$ cat src/rtl/hazard_arbiter_n.sv
// hazard_arbiter_n: N-stage stall/redirect resolver with saturating hazard counters and a front-end stall watchdog.
module hazard_arbiter_n #(
  parameter int NUM_STAGES  = 5,
  parameter int DELAY_SLOTS = 1,
  parameter int ADDR_W      = 32,
  parameter int CNT_W       = 32,
  parameter int WDOG_CYCLES = 1024,
  parameter int SEL_W       = $clog2(3*NUM_STAGES)
) (
  input  logic                         clk,
  input  logic                         rst_n,
  input  logic [NUM_STAGES-1:0]        stall_req,
  input  logic [NUM_STAGES-1:0]        redirect_valid,
  input  logic [NUM_STAGES*ADDR_W-1:0] redirect_pc,
  output logic                         pc_stall,
  output logic [NUM_STAGES-1:0]        reg_stall,
  output logic [NUM_STAGES-1:0]        reg_flush,
  output logic                         load_pc_we,
  output logic [ADDR_W-1:0]            load_pc_new,
  input  logic [SEL_W-1:0]             cnt_sel,
  output logic [CNT_W-1:0]             cnt_rdata,
  input  logic                         cnt_clr,
  output logic                         wdog_fire,
  output logic                         wdog_tripped
);
  localparam int N  = NUM_STAGES;
  localparam int NC = 3*N;
  localparam int WW = (WDOG_CYCLES > 1) ? $clog2(WDOG_CYCLES) : 1;
  localparam logic [WW-1:0] WLIM = WW'((WDOG_CYCLES > 0) ? WDOG_CYCLES-1 : 0);
  logic [N-1:0] d, acc, rf;
  always_comb begin
    d = '0;
    for (int i = 0; i < N; i++) d[i] = |(stall_req >> (i+1));
  end
  assign acc = redirect_valid & ~d;
  // ascending scan so the oldest accepted redirect overwrites younger ones
  always_comb begin
    rf = '0;
    load_pc_new = '0;
    for (int j = 0; j < N; j++) begin
      if (acc[j]) begin
        load_pc_new = redirect_pc[j*ADDR_W +: ADDR_W];
        for (int k = 0; k < N; k++) rf[k] = (k + DELAY_SLOTS < j);
      end
    end
  end
  assign load_pc_we = |acc;
  assign pc_stall   = (stall_req[0] | d[0]) & ~load_pc_we;
  assign reg_stall  = d;
  assign reg_flush  = (stall_req | rf) & ~d;
  logic [CNT_W-1:0] cnt [NC];
  logic [NC-1:0]    inc;
  logic [N-1:0]     prev;
  always_comb begin
    inc = '0;
    for (int i = 0; i < N; i++) begin
      inc[2*i]   = stall_req[i];
      inc[2*i+1] = stall_req[i] & ~prev[i];
      inc[2*N+i] = acc[i];
    end
  end
  // edge history survives cnt_clr so an ongoing stall is not recounted as a new episode
  always_ff @(posedge clk or negedge rst_n) begin
    if (!rst_n) begin
      for (int i = 0; i < NC; i++) cnt[i] <= '0;
      prev <= '0;
      cnt_rdata <= '0;
    end else begin
      prev <= stall_req;
      cnt_rdata <= (32'(cnt_sel) < NC) ? cnt[cnt_sel] : '0;
      for (int i = 0; i < NC; i++)
        if (cnt_clr) cnt[i] <= '0;
        else if (inc[i] && !(&cnt[i])) cnt[i] <= cnt[i] + 1'b1;
    end
  end
  logic [WW-1:0] wcnt;
  logic          wdone, whit;
  assign whit = (WDOG_CYCLES != 0) && pc_stall && (wcnt == WLIM) && !wdone;
  always_ff @(posedge clk or negedge rst_n) begin
    if (!rst_n) begin
      wcnt <= '0;
      wdone <= 1'b0;
      wdog_fire <= 1'b0;
      wdog_tripped <= 1'b0;
    end else if (cnt_clr) begin
      wcnt <= '0;
      wdone <= 1'b0;
      wdog_fire <= 1'b0;
      wdog_tripped <= 1'b0;
    end else begin
      wdog_fire <= whit;
      if (whit) begin
        wdone <= 1'b1;
        wdog_tripped <= 1'b1;
      end
      if (!pc_stall) begin
        wcnt <= '0;
        wdone <= 1'b0;
      end else if (wcnt != WLIM) wcnt <= wcnt + 1'b1;
    end
  end
endmodule

$ cat config.mk
export PLATFORM = sky130hd
export DESIGN_NAME = hazard_arbiter_n
export DESIGN_NICKNAME = d
export VERILOG_FILES = /design/src/rtl/hazard_arbiter_n.sv
export SDC_FILE = /design/constraint.sdc
export NUM_CORES = 1
export LEC_CHECK = 0
export CELL_PAD_IN_SITES_DETAIL_PLACEMENT = 1
export CELL_PAD_IN_SITES_GLOBAL_PLACEMENT = 1
export CORE_MARGIN = 8
export CORE_UTILIZATION = 46
export DETAILED_ROUTE_END_ITERATION = 8
export GPL_ROUTABILITY_DRIVEN = 0
export PLACE_DENSITY = 0.84
export SLEW_MARGIN = 25
export SYNTH_ARGS = -nofsm -noshare
export SYNTH_HDL_FRONTEND = slang
export SYNTH_SLANG_ARGS = --single-unit
$ cat constraint.sdc
create_clock -name clk -period 3.48 [get_ports clk]
set_input_delay 0.696 -clock clk [delete_from_list [all_inputs] [get_ports clk]]
set_output_delay 0.696 -clock clk [all_outputs]
set_load 0.01 [all_outputs]
# Word level (Yosys, flattened, before mapping)
# Index checks and enable logic that the tools add are counted.
# totals
ff_bits	530
in_bits	177
out_inout_bits	78
elab_cells	179
# classes
n_addsub	16
n_lt_le_gt_ge	2
n_eq_ne	4
mux	50
n_bitwise	18
reduce_logical	68
# op_table
operator	n
two-way mux 32 bit	38
adder 32 x 1 -> 32 bit, second input constant	15
AND reduction 32 bit	15
binary-select mux 32 bit (select 4 bit)	1
nonzero test 2 bit	16
two-way mux 10 bit	3
logical AND 1 bit	17
zero test 1 bit	16
adder 10 x 1 -> 10 bit, second input constant	1
AND 5 bit	2
equality test 10 bit, second input constant	1
two-way mux 5 bit	2
!= test 10 bit, second input constant	1
inverter 4 -> 5 bit	2
AND 1 bit	6
two-way mux 1 bit	6
!= test 3 x 1 -> 1 bit, second input constant	2
inverter 1 bit	6
>= comparator 5 bit, second input constant	1
bitwise OR 5 bit	1
OR reduction 5 bit	1
< comparator 4 bit, second input constant	1
OR reduction 4 bit	1
OR reduction 3 bit	1
other kinds (2)	2

# Logic depth before layout (Yosys ltp)
# Gate-level depths: netlist of run 1.
# logic_depth
depth_word	11
depth_mapped	8
ltp_nobuf	6

# Worst setup path after synthesis of run 1
# No wires, ideal clock.
# synth_path
path_type	in2out
startpoint	input stall_req[3]
endpoint	output load_pc_new[1]
arrival_ns	2.487
t_required_ns	2.784
path_slack_ns	0.297
cell_stages	8
path_buffers	3
path_cell_list	buf_2 or4_4 buf_6 nor3_1 clkbuf_1 a221oi_1 o21ai_0 mux2_2
# synth_via
elab_chain_cells	8
elab_cells_between_ends	10
cone_classes	mux: 5; bitwise: 2; reduce/logical: 3
# synth_lines
element	line_no	rtl
start, declared	12	input logic [NUM_STAGES-1:0] stall_req,
OR reduction 4 bit	33	for (int i = 0; i < N; i++) d[i] = |(stall_req >> (i+1));
net reg_stall[0]	16	output logic [NUM_STAGES-1:0] reg_stall,
inverter 4 -> 5 bit	35	assign acc = redirect_valid & ~d;
AND 5 bit	35	
two-way mux 32 bit (5 in series)	41	if (acc[j]) begin
end, declared	19	output logic [ADDR_W-1:0] load_pc_new,
# The timed path passes the listed nets, and every way through them passes these cells.

# Worst setup path after layout of run 1
# layout_path
startpoint	input stall_req[1]
endpoint	output load_pc_new[18]
# layout_via
elab_chain_cells	8
# layout_lines
element	line_no
OR reduction 4 bit	33
inverter 4 -> 5 bit	35
AND 5 bit	35
two-way mux 32 bit (5 in series)	41
# No other way between the ends.

==> run metrics, run 1 <==
outcome=finished with violations; failing checks=setup timing; max-slew violation count=0; Skew-Pair Late Insertion Delay=0.62 ns; clk_skew=about 0.027 ns; peak per-stage delay on the critical path=0.45 ns; final setup fails=2; PD cells=366.6 nW/um^2; utilization after layout=56.34%; Post-synth EDFFs=0; nature of the critical path startpoint=input pin; DRT iter0 DRCs=3475; wire per inst=27.53 microns; CTS tree=done; DRT antenna net count=0; Setup crit end kind=primary output; vias in the first global route=about 34000; leakage power=15.15 nW; DR vias/cell=6.801; Async SR Flop Fraction=100.0%; # rows=98; Clock transition at path regs=0.06 ns; Mapped Nets=3765; fill count=8046; critical path class=input pin to primary output; flops & latches, synth=between 500 and 600; critical-path cell list=clkdlybuf4s50_1 > or4_4 > nor3_4 > buf_12 > clkbuf_16 > a221oi_2 > o21ai_1 > mux2_2 > clkdlybuf4s15_1; highest clock rate=274.3 MHz; critical path data required time=2.78 ns; DR pass1 iterations=6; DIE HEIGHT=285.0 microns; Cell Area, Synth=between 30000 and 40000 sq um; Worst IR Drop VDD=just over 400 uV; HP Class=input pin to async pin; RSZ-0062 raised after global routing=true; Initial Util=46.47%; Critical-path top delay cell=or4_4; Hold Vio Cnt, Final=0; final WL=between 100000 and 150000 microns; setup ws final=-0.1658 ns; Cells after Synth=3572; DR DRC count=0; H-tree Lvls=3; first-pass GRT wire length=between 200000 and 250000 microns; WP data arrival=2.95 ns; PortBufs=~250; Overflow after GRT=0; GRT Overall Usage=31.56%; largest cells by area after synthesis=dfrtp_1, mux4_2, o21ai_0, a21oi_1, or3_1; worst-margin pin slew=0.9989 ns; routed via count=roughly 33000; Max Cap Viol=0; share of layout cells above drive strength 1=~16%; most used flip-flop cell after synthesis=dfrtp_1; area grow syn2layout=21.24%; crit-path max FO=8; post-synth top area cell=dfrtp_1; register area share after synthesis=39.86%; Final min period=3.646 ns; Core Region=71610 sq um; post-synth top area share=39.86%; largest net degree at the start of global routing=between 100 and 150; Root Buffer=clkbuf_16; Synth warnings=0; hold_ws=approximately 0.029 ns; number of CTS-inserted buffers=66; Die ar.=just over 80000 sq um; die width=roughly 280 microns; CTS max path bufs=3; Post-DP HPWL=94430 microns; # hold bufs at CTS=0; CP top delay family=buffers and inverters; Layout Nets=between 4000 and 5000; clock sink count=530; initial antenna violation count=20; Period Utilization, post-route=104.8%; I/O pin count=255; Rel. slew slack=33.41%; Buf/Inv on CP=4; Cell variety after synth=70; syn avg cell area=9.316 sq um
-- worst paths after layout --
path                                      from                   end  slack [ns]  depth (start not counted)
setup / recovery                  stall_req[1]       load_pc_new[18]       -0.17                          9
hold / removal                           rst_n   wcnt[9]$_DFFE_PN0P_        0.03                          1
setup reg to reg           cnt[19]$_DFFE_PN0P_   cnt[25]$_DFFE_PN0P_        0.59                          5
hold reg to reg              wdone$_DFFE_PN0P_   wdog_fire$_DFF_PN0_        0.46                          1
max in group asynchronous                rst_n  cnt[458]$_DFFE_PN0P_        2.46                          2
min in group clk             wdone$_DFFE_PN0P_   wdog_fire$_DFF_PN0_        0.46                          1
-- layer usage --
layer	vias up	part of all wire [%]	track usage (%)	wire length (microns)
met2	1569	45	47.76	59460
met5	-	0.045	0	60
met3	421	9.0	6.928	11990
met4	8	5.7	14.98	7614
li1	14110	-	-	-
met1	16790	41	42.96	54060
-- worst reg2reg max path, delay by kind of cell, from the launching register on --
kind             cells  cell delay [ns]
AO/OA/AOI/OAI        1             0.82
flip-flops           1             0.46
multiplexers         1             0.30
AND/OR/NAND/NOR      3             1.20
-- logic make-up (layout without fill, tap and decap cells) --
family,after synthesis,in the layout,synth area share (%)
and+or+nand+nor,1551,1551,25.42
AOI/OAI and AO/OA,801,801,14.30
DFF,530,530,39.86
buffers and inverters,284,594,3.335
muxes,276,276,13.50
xor gates and xnor gates,113,113,2.974
adders and majority gates,16,16,0.6016
other,1,7,0.01127
-- what timing repair did --
action	in CTS	in global routing
resized for setup	170	25
setup endpoints to repair	33	32
endpoints found under the hold margin	0	0
buffers inserted	6	1
gates cloned	3	1
pin swaps	6	11
-- cell type report --
type | count | area [sq um] | share of cell area [%]
sequential | 530 | 13260 | 32.87
clock buffer | 97 | 2034 | 5.043
multi-input combinational | 2758 | 19280 | 47.79
clock inverter | 21 | 216.5 | 0.5365
inverter | 63 | 236.5 | 0.5862
timing repair buffer | 413 | 4111 | 10.19
antenna | 6 | 15.01 | 0.03722
tap | 950 | 1189 | 2.946
-- cells in the final DEF, fill, tap and decap left out, types with 21 or more instances in the layout --
cell | Yosys | layout
dfrtp_1 | 530 | 530
nor2_1 | 283 | 282
a21oi_1 | 275 | 275
nand2_1 | 261 | 261
o21ai_0 | 279 | 247
clkdlybuf4s50_1 | 0 | 209
or3_1 | 186 | 186
nand3_1 | 177 | 177
nand4_1 | 138 | 138
mux4_2 | 128 | 128
buf_4 | 3 | 127
or4_1 | 103 | 103
mux2_2 | 102 | 100
nor2b_1 | 85 | 84
o31ai_1 | 87 | 83
xnor2_1 | 81 | 81
clkbuf_16 | 0 | 72
inv_1 | 63 | 63
and3_1 | 64 | 63
nor4_1 | 59 | 56
and4_1 | 50 | 50
mux2i_1 | 46 | 46
nor3_1 | 44 | 42
xor2_1 | 32 | 32
o21ai_1 | 0 | 30
buf_12 | 0 | 28
and2_1 | 23 | 23
a211oi_1 | 23 | 23
a221oi_2 | 0 | 22
nand2b_1 | 21 | 21
-- power by group --
group	internal (W)	switching [W]	leakage [nW]	total (W)
logic	0.000543	0.000737	6.65	0.00128
registers	0.00619	0.0000502	7.38	0.00624
clock network	0.00435	0.00292	1.11	0.00727
total	0.0111	0.00371	15.1	0.0148
-- metrics by stage --
step / setup WS (ns) / std cells / total power, W / setup TNS, ns / cell area, sq um
6_report: -0.1658 / 4838 / 0.01479 / -0.1945 / 40340
5_1_grt: -0.1806 / 4835 / 0.01517 / -0.3209 / 40340
4_1_cts: -0.004763 / 4830 / 0.01480 / -0.007598 / 40190
3_5_place_dp: -0.6352 / 4703 / 0.007570 / -20.72 / 37670
3_3_place_gp: -0.5991 / 4703 / 0.007543 / -18.63 / 37660
2_1_floorplan: 0.2965 / 3572 / 0.006837 / 0 / 33280
-- flip-flops by register name (all words and copies together) (netlist names) --
signal	flops
wdone	1
wdog_fire	1
wcnt	10
cnt_rdata	32
wdog_tripped	1
prev	5
cnt	480
-- Yosys cell counts, types with 5 or more instances --
| cell type | number |
|---|---|
| o211ai_1 | 9 |
| a21oi_1 | 275 |
| inv_1 | 63 |
| a31oi_1 | 19 |
| nor4_1 | 59 |
| a211oi_1 | 23 |
| nor4b_1 | 10 |
| and2_1 | 23 |
| o41ai_1 | 5 |
| a2111oi_0 | 14 |
| nand4_1 | 138 |
| nor3_1 | 44 |
| dfrtp_1 | 530 |
| or2_2 | 13 |
| a221oi_1 | 33 |
| or3_1 | 186 |
| o31ai_1 | 87 |
| nor3b_1 | 7 |
| and4_1 | 50 |
| a311oi_1 | 10 |
| nand3_1 | 177 |
| mux2i_1 | 46 |
| xor2_1 | 32 |
| nor2b_1 | 85 |
| and3_1 | 64 |
| nand2_1 | 261 |
| buf_2 | 13 |
| buf_1 | 18 |
| mux2_2 | 102 |
| o21ai_0 | 279 |
| xnor2_1 | 81 |
| nor2_1 | 283 |
| mux4_2 | 128 |
| ha_1 | 16 |
| or4_1 | 103 |
| clkbuf_1 | 184 |
| nand2b_1 | 21 |
| a31o_2 | 13 |
| a2111o_1 | 6 |
Power figures use the tool's default switching activity.
==> run 2, diff against run 1 <==
--- a/config.mk
+++ b/config.mk
@@ -11,7 +11,9 @@
 export CORE_UTILIZATION = 46
 export DETAILED_ROUTE_END_ITERATION = 8
 export GPL_ROUTABILITY_DRIVEN = 0
+export HOLD_SLACK_MARGIN = 0.1
 export PLACE_DENSITY = 0.84
+export RECOVER_POWER = 25
 export SLEW_MARGIN = 25
 export SYNTH_ARGS = -nofsm -noshare
 export SYNTH_HDL_FRONTEND = slang
==> run metrics, run 2 (synthesis gave the netlist of run 1 again) <==
final setup fails=2 (unchanged); Period Utilization, post-route=104.7% (-0.11 points); H-tree Lvls=3 (unchanged); Placement Setup Slack=-0.6352 ns (unchanged); fill count=8052 (+0.075%); RSZ-0062 raised after global routing=true; wire per inst=27.56 microns (+0.12%); routed via count=32940 (+0.13%); Core Region=71610 sq um (unchanged); peak per-stage delay on the critical path=0.45 ns (about the same); number of CTS-inserted buffers=66 (unchanged); max-slew violation count=55 (+55); share of layout cells above drive strength 1=15.89% (-0.056 points); Net Sw Power=0.003719 W (+0.29%); PortBufs=253 (unchanged); PD cells=367.2 nW/um^2 (+0.16%); Overflow after GRT=0 (unchanged); internal power=0.01108 W (about the same); Rel. slew slack=-8.474% (-42 points); commonest non-fill, non-tap cell in the layout=dfrtp_1; sw frac=25.13% (+0.066 points); Comb pwr share=8.6% (about the same); Final min period=3.642 ns (-0.003818 ns); # rows=98 (unchanged); critical path class=input pin to primary output; Critical-path top delay cell=or4_4; I/O pin count=255 (unchanged); CTS max path bufs=3 (unchanged); max reg flops=480 (unchanged); CTS tree=done; GRT Overall Usage=31.56% (about the same); Skew-Pair Late Insertion Delay=0.62 ns (about the same); DR pass1 iterations=5 (-1); Post-DP HPWL=94430 microns (unchanged); setup ws final=-0.1620 ns (+0.003818 ns); Seq. cell area=13260 sq um (unchanged); Largest regs=cnt (480), cnt_rdata (32), wcnt (10); WP data arrival=2.95 ns (about the same); Die ar.=81210 sq um (unchanged); Flop pwr share=42.2% (about the same); vias in the first global route=33530 (+0.0030%); final WL=133300 microns (+0.12%); Setup crit end kind=primary output; nature of the critical path startpoint=input pin; clock sink count=530 (unchanged); HP Class=flip-flop to flip-flop; Max Cap Viol=1 (+1); utilization after layout=56.27% (-0.070 points); DP Area=37670 sq um (unchanged); first-pass GRT wire length=204200 microns (about the same); Initial Util=46.47% (unchanged); Root Buffer=clkbuf_16; most frequent cells in the layout=dfrtp_1, nor2_1, a21oi_1, nand2_1, o21ai_0; failing checks=capacitance limit, slew limit, setup timing; critical-path cell list=clkdlybuf4s50_1 > or4_4 > nor3_4 > buf_12 > clkbuf_16 > a221oi_2 > o21ai_1 > mux2_2 > clkdlybuf4s15_1; largest reg by FF count=cnt; Hold Vio Cnt, Final=0 (unchanged); outcome=finished with violations; crit-path max FO=8 (unchanged); initial antenna violation count=20 (unchanged); highest clock rate=274.6 MHz (+0.10%); DR DRC count=0 (unchanged); DR vias/cell=6.809 (+0.13%); area occupied by multi-input gates=19280 sq um (unchanged); DIE HEIGHT=285.0 microns (unchanged); die width=285.0 microns (unchanged); DRT antenna net count=0 (unchanged); fin area=40290 sq um (-0.12%); area grow syn2layout=21.09%; clk_skew=0.02929 ns (+0.002779 ns); R2R Setup Slk=0.57 ns (-0.02 ns); largest net degree at the start of global routing=131 (unchanged); Worst IR Drop VDD=409.4 uV (about the same); DRT iter0 DRCs=3519 (+1.3%); leakage power=15.13 nW (-0.14%); Layout Nets=4026 (+0.025%); critical path data required time=2.78 ns (about the same); Clock transition at path regs=0.06 ns (about the same); worst-margin pin slew=1.627 ns (+0.6283 ns); clock share of power=49.2% (about the same)
## run 2: cell types whose count changed in the layout (fill, tap and decap cells not counted), sizes merged
cell           delta
diode             -1
clkbuf            +7
dlygate4sd3       +2
buf               -7
clkdlybuf4s50     -1
## run 2: what timing repair did
item | CTS | global route
pin swaps | 6 | 11
setup buffers | 6 | 1
hold buffers | 1 | 0
gates cloned | 3 | 1
gates resized for setup | 170 | 25
endpoints found under the hold margin | 49 | 0
setup endpoints to repair | 33 | 32
## run 2: metrics by stage
step           cells  hold slack, ns  total power (W)  setup TNS [ns]
6_report        4838          0.4575          0.01479         -0.1777
5_1_grt         4836          0.4844          0.01517         -0.3209
4_1_cts         4831          0.4628          0.01480       -0.007598
3_5_place_dp    4703          0.4553         0.007570          -20.72
3_3_place_gp    4703          0.4465         0.007543          -18.63
2_1_floorplan   3572          0.4004         0.006837               0
## run 2: worst max-delay path: cells and delay by family
| family | cells | cell delay, ns |
|---|---|---|
| buf+inv | 4 | 1.14 |
| simple gates | 2 | 0.66 |
| compound gates | 2 | 0.24 |
| mux | 1 | 0.19 |
## run 2: metal layers
metal / global-route usage [%] / share of wire [%] / up-vias
met4: 14.98 / 5.6 / 8
met5: 0 / 0.045 / -
li1: - / - / 14090
met2: 47.76 / 45 / 1607
met1: 42.96 / 41 / 16820
met3: 6.928 / 8.9 / 416
## run 2: worst paths after layout
| kind | cells past startpoint | from | to |
|---|---|---|---|
| max | 9 | stall_req[1] | load_pc_new[18] |
| min | 1 | wdone$_DFFE_PN0P_ | wdog_fire$_DFF_PN0_ |
| max reg2reg | 5 | cnt[19]$_DFFE_PN0P_ | cnt[25]$_DFFE_PN0P_ |
| min reg2reg | 1 | wdone$_DFFE_PN0P_ | wdog_fire$_DFF_PN0_ |
| max in group asynchronous | 3 | rst_n | cnt[94]$_DFFE_PN0P_ |
| min in group asynchronous | 2 | rst_n | wcnt[9]$_DFFE_PN0P_ |
## run 2: power by group through the flow
stage | Sequential (W) | Clock (W) | Combinational (W)
2_1_floorplan | 0.00633 | 0 | 0.000502
6_report | 0.00624 | 0.00728 | 0.00127
4_1_cts | 0.00624 | 0.00732 | 0.00124
3_3_place_gp | 0.00635 | 0 | 0.00119
5_1_grt | 0.00624 | 0.00757 | 0.00135
3_5_place_dp | 0.00635 | 0 | 0.00122
## run 2: final cells by class
class	count	area share, %
sequential	530	32.92
inverter	63	0.5869
clock inverter	21	0.5372
multi-input combinational	2758	47.85
clock buffer	97	5.049
tap	950	2.950
antenna	5	0.03105
timing repair buffer	414	10.09
